===== src/rtl/fetch_if.sv =====
// Instruction-fetch bus bundle: controller commands, memory handshake and
// the fetch unit's architectural outputs.
interface fetch_if;
  logic        ir_write;
  logic        pc_write;
  logic        pc_src;
  logic [31:0] alu_result;
  logic [31:0] alu_out;
  logic        mem_req;
  logic [31:0] mem_addr;
  logic        mem_ack;
  logic [31:0] mem_rdata;
  logic [31:0] pc;
  logic [31:0] instr;
  logic [5:0]  opcode;
  logic        fetch_busy;
  logic        fetch_err;

  // Environment side: controller plus instruction memory.
  modport master (
    output ir_write, pc_write, pc_src, alu_result, alu_out, mem_ack, mem_rdata,
    input  mem_req, mem_addr, pc, instr, opcode, fetch_busy, fetch_err
  );

  // Fetch unit side.
  modport slave (
    input  ir_write, pc_write, pc_src, alu_result, alu_out, mem_ack, mem_rdata,
    output mem_req, mem_addr, pc, instr, opcode, fetch_busy, fetch_err
  );
endinterface


===== src/rtl/fetch_unit.sv =====
// Instruction fetch unit: owns the PC and instruction register, issues one
// word-aligned read per ir_write and gives up after TIMEOUT wait cycles.
module fetch_unit #(
  parameter logic [31:0] RESET_PC = 32'h0040_0000,
  parameter int unsigned TIMEOUT  = 15
) (
  input  logic    clk,
  input  logic    rst_n,
  fetch_if.slave  bus
);

  typedef enum logic [1:0] {IDLE, REQ, WAIT, DONE} state_t;

  // Last WAIT cycle before giving up; the counter lands on TIMEOUT as the
  // fetch is abandoned.
  localparam logic [3:0] WLAST = 4'(TIMEOUT - 1);
  localparam logic [3:0] WFULL = 4'(TIMEOUT);

  state_t      state, state_nx;
  logic [3:0]  wcnt, wcnt_nx;
  logic        err_q, err_nx;
  logic        ld_addr, ld_instr;
  logic [31:0] pc_q, instr_q, addr_q;

  // Control state, wait counter and the one-cycle error pulse.
  always_ff @(posedge clk or negedge rst_n) begin
    if (!rst_n) begin
      state <= IDLE;
      wcnt  <= '0;
      err_q <= 1'b0;
    end else begin
      state <= state_nx;
      wcnt  <= wcnt_nx;
      err_q <= err_nx;
    end
  end

  // Next-state decode; ir_write only matters in IDLE, mem_ack only in REQ/WAIT.
  always_comb begin
    state_nx = state;
    wcnt_nx  = wcnt;
    err_nx   = 1'b0;
    ld_addr  = 1'b0;
    ld_instr = 1'b0;
    case (state)
      IDLE: begin
        if (bus.ir_write) begin
          if (pc_q[1:0] == 2'b00) begin
            state_nx = REQ;
            ld_addr  = 1'b1;
          end else begin
            err_nx = 1'b1;
          end
        end
      end
      REQ: begin
        if (bus.mem_ack) begin
          ld_instr = 1'b1;
          state_nx = DONE;
        end else begin
          state_nx = WAIT;
          wcnt_nx  = '0;
        end
      end
      WAIT: begin
        if (bus.mem_ack) begin
          ld_instr = 1'b1;
          state_nx = DONE;
        end else if (wcnt == WLAST) begin
          wcnt_nx  = WFULL;
          err_nx   = 1'b1;
          state_nx = IDLE;
        end else begin
          wcnt_nx = wcnt + 4'd1;
        end
      end
      DONE: state_nx = IDLE;
      default: state_nx = IDLE;
    endcase
  end

  // Datapath registers. mem_addr captures the pre-update PC so a fetch
  // started alongside a PC write reads from the old address.
  always_ff @(posedge clk or negedge rst_n) begin
    if (!rst_n) begin
      pc_q    <= RESET_PC;
      instr_q <= '0;
      addr_q  <= '0;
    end else begin
      if (ld_addr)      addr_q  <= pc_q;
      if (ld_instr)     instr_q <= bus.mem_rdata;
      if (bus.pc_write) pc_q    <= bus.pc_src ? bus.alu_out : bus.alu_result;
    end
  end

  assign bus.mem_req    = (state == REQ) || (state == WAIT);
  assign bus.fetch_busy = (state != IDLE);
  assign bus.fetch_err  = err_q;
  assign bus.mem_addr   = addr_q;
  assign bus.pc         = pc_q;
  assign bus.instr      = instr_q;
  assign bus.opcode     = instr_q[31:26];

endmodule


===== src/flat_wrapper.sv =====
// flat-port wrapper written by rule: the top's interface ports become plain ports
module fetch_unit_flat 
#(
  parameter logic [31:0] RESET_PC = 32'h0040_0000,
  parameter int unsigned TIMEOUT  = 15
)
  (clk, rst_n, bus_ir_write, bus_pc_write, bus_pc_src, bus_alu_result, bus_alu_out, bus_mem_ack, bus_mem_rdata, bus_mem_req, bus_mem_addr, bus_pc, bus_instr, bus_opcode, bus_fetch_busy, bus_fetch_err);
  fetch_if bus_i ();
  input  logic clk;
  input  logic rst_n;
  input wire logic [$bits(bus_i.ir_write)-1:0] bus_ir_write;
  input wire logic [$bits(bus_i.pc_write)-1:0] bus_pc_write;
  input wire logic [$bits(bus_i.pc_src)-1:0] bus_pc_src;
  input wire logic [$bits(bus_i.alu_result)-1:0] bus_alu_result;
  input wire logic [$bits(bus_i.alu_out)-1:0] bus_alu_out;
  input wire logic [$bits(bus_i.mem_ack)-1:0] bus_mem_ack;
  input wire logic [$bits(bus_i.mem_rdata)-1:0] bus_mem_rdata;
  output wire logic [$bits(bus_i.mem_req)-1:0] bus_mem_req;
  output wire logic [$bits(bus_i.mem_addr)-1:0] bus_mem_addr;
  output wire logic [$bits(bus_i.pc)-1:0] bus_pc;
  output wire logic [$bits(bus_i.instr)-1:0] bus_instr;
  output wire logic [$bits(bus_i.opcode)-1:0] bus_opcode;
  output wire logic [$bits(bus_i.fetch_busy)-1:0] bus_fetch_busy;
  output wire logic [$bits(bus_i.fetch_err)-1:0] bus_fetch_err;
  assign bus_i.ir_write = bus_ir_write;
  assign bus_i.pc_write = bus_pc_write;
  assign bus_i.pc_src = bus_pc_src;
  assign bus_i.alu_result = bus_alu_result;
  assign bus_i.alu_out = bus_alu_out;
  assign bus_i.mem_ack = bus_mem_ack;
  assign bus_i.mem_rdata = bus_mem_rdata;
  assign bus_mem_req = bus_i.mem_req;
  assign bus_mem_addr = bus_i.mem_addr;
  assign bus_pc = bus_i.pc;
  assign bus_instr = bus_i.instr;
  assign bus_opcode = bus_i.opcode;
  assign bus_fetch_busy = bus_i.fetch_busy;
  assign bus_fetch_err = bus_i.fetch_err;
  fetch_unit #(.RESET_PC(RESET_PC), .TIMEOUT(TIMEOUT)) u_core (.clk(clk), .rst_n(rst_n), .bus(bus_i));
endmodule

===== config.mk =====
export PLATFORM = sky130hd
export DESIGN_NAME = fetch_unit_flat
export DESIGN_NICKNAME = d
export VERILOG_FILES = /design/src/rtl/fetch_if.sv /design/src/rtl/fetch_unit.sv /design/src/flat_wrapper.sv
export SDC_FILE = /design/constraint.sdc
export NUM_CORES = 1
export LEC_CHECK = 0
export CORE_MARGIN = 8
export CORE_UTILIZATION = 41
export DETAILED_ROUTE_END_ITERATION = 12
export HOLD_SLACK_MARGIN = 0.15
export PLACE_DENSITY_LB_ADDON = 0.25
export SLEW_MARGIN = 30
export SYNTH_ARGS = -nofsm -noshare
export SYNTH_HDL_FRONTEND = slang
export SYNTH_SLANG_ARGS = --single-unit

===== constraint.sdc =====
create_clock -name clk -period 1.9 [get_ports clk]
set_input_delay 0.475 -clock clk [delete_from_list [all_inputs] [get_ports clk]]
set_output_delay 0.475 -clock clk [all_outputs]
set_load 0.05 [all_outputs]

; Word level (Yosys, flattened, before mapping)
; Index checks and enable logic that the tools add are counted.
[word_totals]
register_bits = 103
in_bits = 102
output_inout_bits = 105
wordCells = 45
[classes]
n_addsub = 1
eq_ne = 9
n_mux = 21
n_reduce_logical = 8
[ops]
columns = op, n
row1 = 32-bit two-way mux, 1
row2 = 4-bit two-way mux, 3
row3 = 1-bit two-way mux, 10
row4 = 2-bit two-way mux, 4
row5 = 2-bit case mux with 4 select lines, 1
row6 = 4-bit case mux with 2 select lines, 1
row7 = 2-bit inequality test (second input constant), 3
row8 = 3-bit AND reduction, 2
row9 = 4-bit by 1-bit adder with 4-bit output (second input constant), 1
row10 = 2-bit == test (second input constant), 2
row11 = 4-bit == test (second input constant), 1
row12 = 2-bit logical NOT, 2
row13 = 2-bit nonzero test, 2
row14 = 3-bit by 2-bit inequality test with 1-bit output (second input constant), 1
row15 = 2-bit by 1-bit == test with 1-bit output (second input constant), 1
row16 = 2-bit by 1-bit inequality test with 1-bit output (second input constant), 1
row17 = 1-bit case mux with 2 select lines, 1
row18 = 2-bit OR reduction, 1
row19 = 1-bit logical OR, 1

; Logic depth before layout (Yosys ltp)
[depth]
word_depth = 4
mapped_depth = 6
ltp_nobuf = 6

; Worst setup path before layout
; OpenSTA, ideal clock, no wires.
[synth_path]
path_type = reg-to-reg
startpoint = register u_core.state[1]
endpoint = register u_core.instr_q[10] (netlist: u_core.bus.instr[10])
setup_ns = 0.125
arrival_ns = 1.750
t_required_ns = 1.775
slack_ns = 0.025
path_stages_with_launch = 6
path_buffers = 1
period_less_slack_ns = 1.875
cell_sequence = dfrtp_1 -> inv_1 -> ha_1 -> nand2_1 -> buf_2 -> mux2_2
[synth_between]
elab_chain_cells = 3
word_cells_on_any_way = 4
cone_classes = eq/ne: 2 / mux: 1 / reduce/logical: 1
[synth_lines]
columns = item, line
row1 = "start, declared", fetch_unit.sv:19  ; state_t state, state_nx;
row2 = "start signal, assigned", fetch_unit.sv:32  ; state <= state_nx;
row3 = 2-bit == test / 2-bit by 1-bit == test with 1-bit output (equally long branches), fetch_unit.sv:45  ; case (state)
row4 = 2-bit OR reduction (no source line) *, n/a
row5 = 1-bit two-way mux *, n/a
row6 = "end signal, assigned", fetch_unit.sv:91  ; if (ld_instr) instr_q <= bus.mem_rdata;
row7 = "end, declared", fetch_unit.sv:23  ; logic [31:0] pc_q, instr_q, addr_q;
; Mark *: on every way between the ends. The rest lies on a longest branch, timed or not.
; A chain may end at the register's enable or synchronous reset.

; Final worst setup path
[layout_path]
startpoint = register u_core.state[1]
endpoint = output port bus_mem_req
[layout_between]
elab_chain_cells = 2
word_cells_on_any_way = 3
cone_classes = eq/ne: 2 / reduce/logical: 1
[layout_lines]
columns = item, line
row1 = 2-bit by 1-bit == test with 1-bit output / 2-bit == test (equally long branches), fetch_unit.sv:96  ; assign bus.mem_req = (state == REQ) || (state == WAIT);
row2 = 1-bit logical OR *, fetch_unit.sv:96
row3 = "end, declared", flat_wrapper.sv:18  ; output wire logic [$bits(bus_i.mem_req)-1:0] bus_mem_req;
; Marked as above.

==> flow_summary.json <==
{
  "fin_crit_sh": 0.964,
  "yosys_warnings": 0,
  "crit_cells": 4,
  "worst_pin_slew_ns": 0.418,
  "wl_met2_um": 6770,
  "setup_viol": 0,
  "ctsLongestPathBuffers": 2,
  "vias": 3253,
  "r2r_setup_slack_ns": 0.26,
  "slowest_stage": "dfrtp_1",
  "crit_chain": "inv_2 > ha_4 > buf_4 > buf_12",
  "viasPerCell": 4.79,
  "synth_top_family_by_area": "multiplexers",
  "die_w_um": 119,
  "pwr-share-comb": 0.579,
  "status": "completed",
  "rsz0062_at_grt": "false",
  "cp_num_buf_inv": 3,
  "wl_per_cell_um": 17.5,
  "endpoint_kind": "output port",
  "power.leakage_nw": 2.98,
  "timing.fmax_mhz": 546,
  "remaining_drc_errors": 0,
  "crit_fanout": 4,
  "final_cell_mix": "109 x buf_4, 102 x dfrtp_1, 98 x clkdlybuf4s50_1, 60 x mux2_2, 36 x nor2_1",
  "setup-tns-final_ns": 0,
  "m1WireLength_um": 4120,
  "period_needed_ns": 1.83,
  "fin_nets": 645,
  "whs_ns": 0.497,
  "ctsRootBufferMaster": "clkbuf_8",
  "fillers": 835,
  "intPower_mw": 5.95,
  "critical-path-top-delay-family": "flip-flops",
  "synth_fa_ha_area_frac": 0.0145,
  "seq_area_frac_synth": 0.598,
  "wl_met3_um": 797,
  "drtIter0Drc": 122,
  "crit_type": "reg2out",
  "hold_viol": 0,
  "worstSetupStartpoint": "u_core.state[1]$_DFFE_PN0P_",
  "p_sw_frac": 0.479,
  "synth.distinct_cells": 28,
  "htreeDepth": 3,
  "syn_nets": 438,
  "power_mw": 11.4,
  "crit_required_ns": 1.42,
  "clockPowerShare": 0.118,
  "switchingPower_mw": 5.47,
  "instances_no_fill": 679,
  "hold_class": "reg2reg",
  "drt_wl_total_um": 11900,
  "dp_cells": 659,
  "synth_xor_area_frac": 0,
  "cts_sinks": 103,
  "diodes": 0,
  "syn_area_per_cell_um2": 13.0,
  "synth-seq-cells": 103,
  "mostFrequentLayoutCell": "buf_4",
  "irDropWorstVdd_mv": 0.936,
  "fin_area_um2": 6540,
  "die_height_um": 119,
  "crit_path_start_kind": "register",
  "syn_area_um2": 4320,
  "synth_simple_gate_area_frac": 0.0533,
  "hpwl_um": 9370,
  "p_per_area_nw_per_um2": 1750,
  "grt_pass1_vias": 3603,
  "antenna_found_initial": 0,
  "max_stage_delay_ns": 0.40,
  "maxCapViolations": 0,
  "reg2reg_from": "u_core.state[1]$_DFFE_PN0P_",
  "grt_max_degree": 65,
  "cts-buffers-inserted": 9,
  "slew_headroom": 0.721,
  "crit_path_end": "bus_mem_req",
  "timing.rr.end": "u_core.wcnt[2]$_DFFE_PN0P_",
  "fp-row-count": 37,
  "cts_tree": "built",
  "syn_to_final_growth_pct": 51.5,
  "path_clk_slew_ns": 0.09,
  "synth_compound_area_frac": 0.0606,
  "initial_utilization": 0.420,
  "reg2reg_depth": 6,
  "grtUsageTotal": 0.170,
  "io_buffer_count": 206,
  "overflow": 0,
  "final_antenna_net_count": 0,
  "hp-start": "u_core.bus.mem_addr[29]$_DFFE_PN0P_",
  "core_um2": 10300,
  "placed_area_um2": 6300,
  "seqPwrFrac": 0.303,
  "gp_congestion": 0.768,
  "syn_inst": 331,
  "skew_ns": 0.0145,
  "die_area_um2": 14100,
  "grt_pass1_wl_um": 19100,
  "drive_above_1_share": 0.365,
  "io_pins": 207,
  "highest_layer": "met4",
  "cp.arrival_ns": 1.36,
  "clk-insertion-delay-late_ns": 0.36,
  "dr.pass1.iters": 5,
  "synthMuxAreaShare": 0.236,
  "report.final.slew_viol_count": 0
}
[synthesized netlist by cell type]
cell	instances	area (um2)
nor2_1	36	135
and2b_1	1	7.51
o211a_1	1	10.0
mux2_1	2	22.5
o22ai_1	1	6.26
nor3_4	1	16.3
buf_1	1	3.75
inv_1	4	15.0
nand3_1	3	15.0
clkbuf_1	5	18.8
buf_2	5	25.0
o21a_1	1	7.51
a31oi_1	2	12.5
o31ai_1	1	7.51
ha_1	5	62.6
mux2i_1	32	320
nand2b_1	2	12.5
o21ai_0	8	40.0
buf_6	3	33.8
mux2_2	60	676
buf_4	9	67.6
dfstp_2	1	26.3
nor3_1	1	5.00
nor2b_1	2	12.5
a21oi_1	34	170
nand2_1	7	26.3
dfrtp_1	102	2550
a21o_1	1	7.51
[flip-flops by register name, summed over array words and instances (netlist names)]
register              count
u_core.bus.pc            32
u_core.state              2
u_core.bus.fetch_err      1
u_core.bus.instr         32
u_core.wcnt               4
u_core.bus.mem_addr      32
[kinds of logic after synthesis]
family,count (synthesis)
AO/OA/AOI/OAI,49
flip-flops,103
multiplexers,94
buffers and inverters,27
AND/OR/NAND/NOR,53
adder cells (fa/ha/maj),5
[power by group through the flow]
stage                     logic, mW  clock network, mW  registers (mW)
after floorplan                1.76                  0            6.11
after global placement         6.51                  0            3.46
after detailed placement       6.61                  0            3.52
after CTS                      6.65               1.41            3.47
after global routing           6.89               1.48            3.58
final                          6.61               1.35            3.46
[stage by stage]
step                utilization  setup slack, ns
finish                    0.636           0.0690
global route              0.636           0.0149
CTS                       0.634         0.000362
detailed placement        0.613          -0.0927
global placement          0.613          -0.0848
floorplan                     -           0.0248
[worst min path at each step]
| stage | end | slack [ns] | depth (start not counted) |
|---|---|---|---|
| finish | u_core.bus.mem_addr[29]$_DFFE_PN0P_ | 0.50 | 1 |
| global route | u_core.bus.mem_addr[29]$_DFFE_PN0P_ | 0.51 | 1 |
| CTS | u_core.bus.mem_addr[29]$_DFFE_PN0P_ | 0.50 | 1 |
| detailed placement | u_core.bus.pc[17]$_DFFE_PN0P_ | 0.44 | 1 |
| global placement | u_core.bus.pc[16]$_DFFE_PN0P_ | 0.44 | 1 |
| floorplan | u_core.bus.fetch_err$_DFF_PN0_ | 0.18 | 0 |
[what timing repair did]
| item | CTS | global route |
|---|---|---|
| setup buffers | 2 | 1 |
| hold buffers | 1 | 0 |
| endpoints found under the hold margin | 28 | 0 |
| endpoints found under the setup margin | 1 | 1 |
| gates resized for setup | 1 | 2 |
[layout make-up]
type / count / area, um2 / share of cell area
Clock buffer: 12 / 135 / 0.0207
Sequential cell: 103 / 2580 / 0.394
Inverter: 4 / 15.0 / 0.00230
Clock inverter: 4 / 55.1 / 0.00842
Multi-Input combinational cell: 201 / 1590 / 0.242
Tap cell: 136 / 170 / 0.0260
Timing Repair Buffer: 219 / 2000 / 0.306
[metal layers]
| metal | vias to the layer above | GRT usage |
|---|---|---|
| li1 | 1564 | - |
| met1 | 1588 | 0.163 |
| met2 | 90 | 0.327 |
| met3 | 11 | 0.0590 |
| met4 | 0 | 0.0617 |
| met5 | - | 0 |
Power figures use the tool's default switching activity.
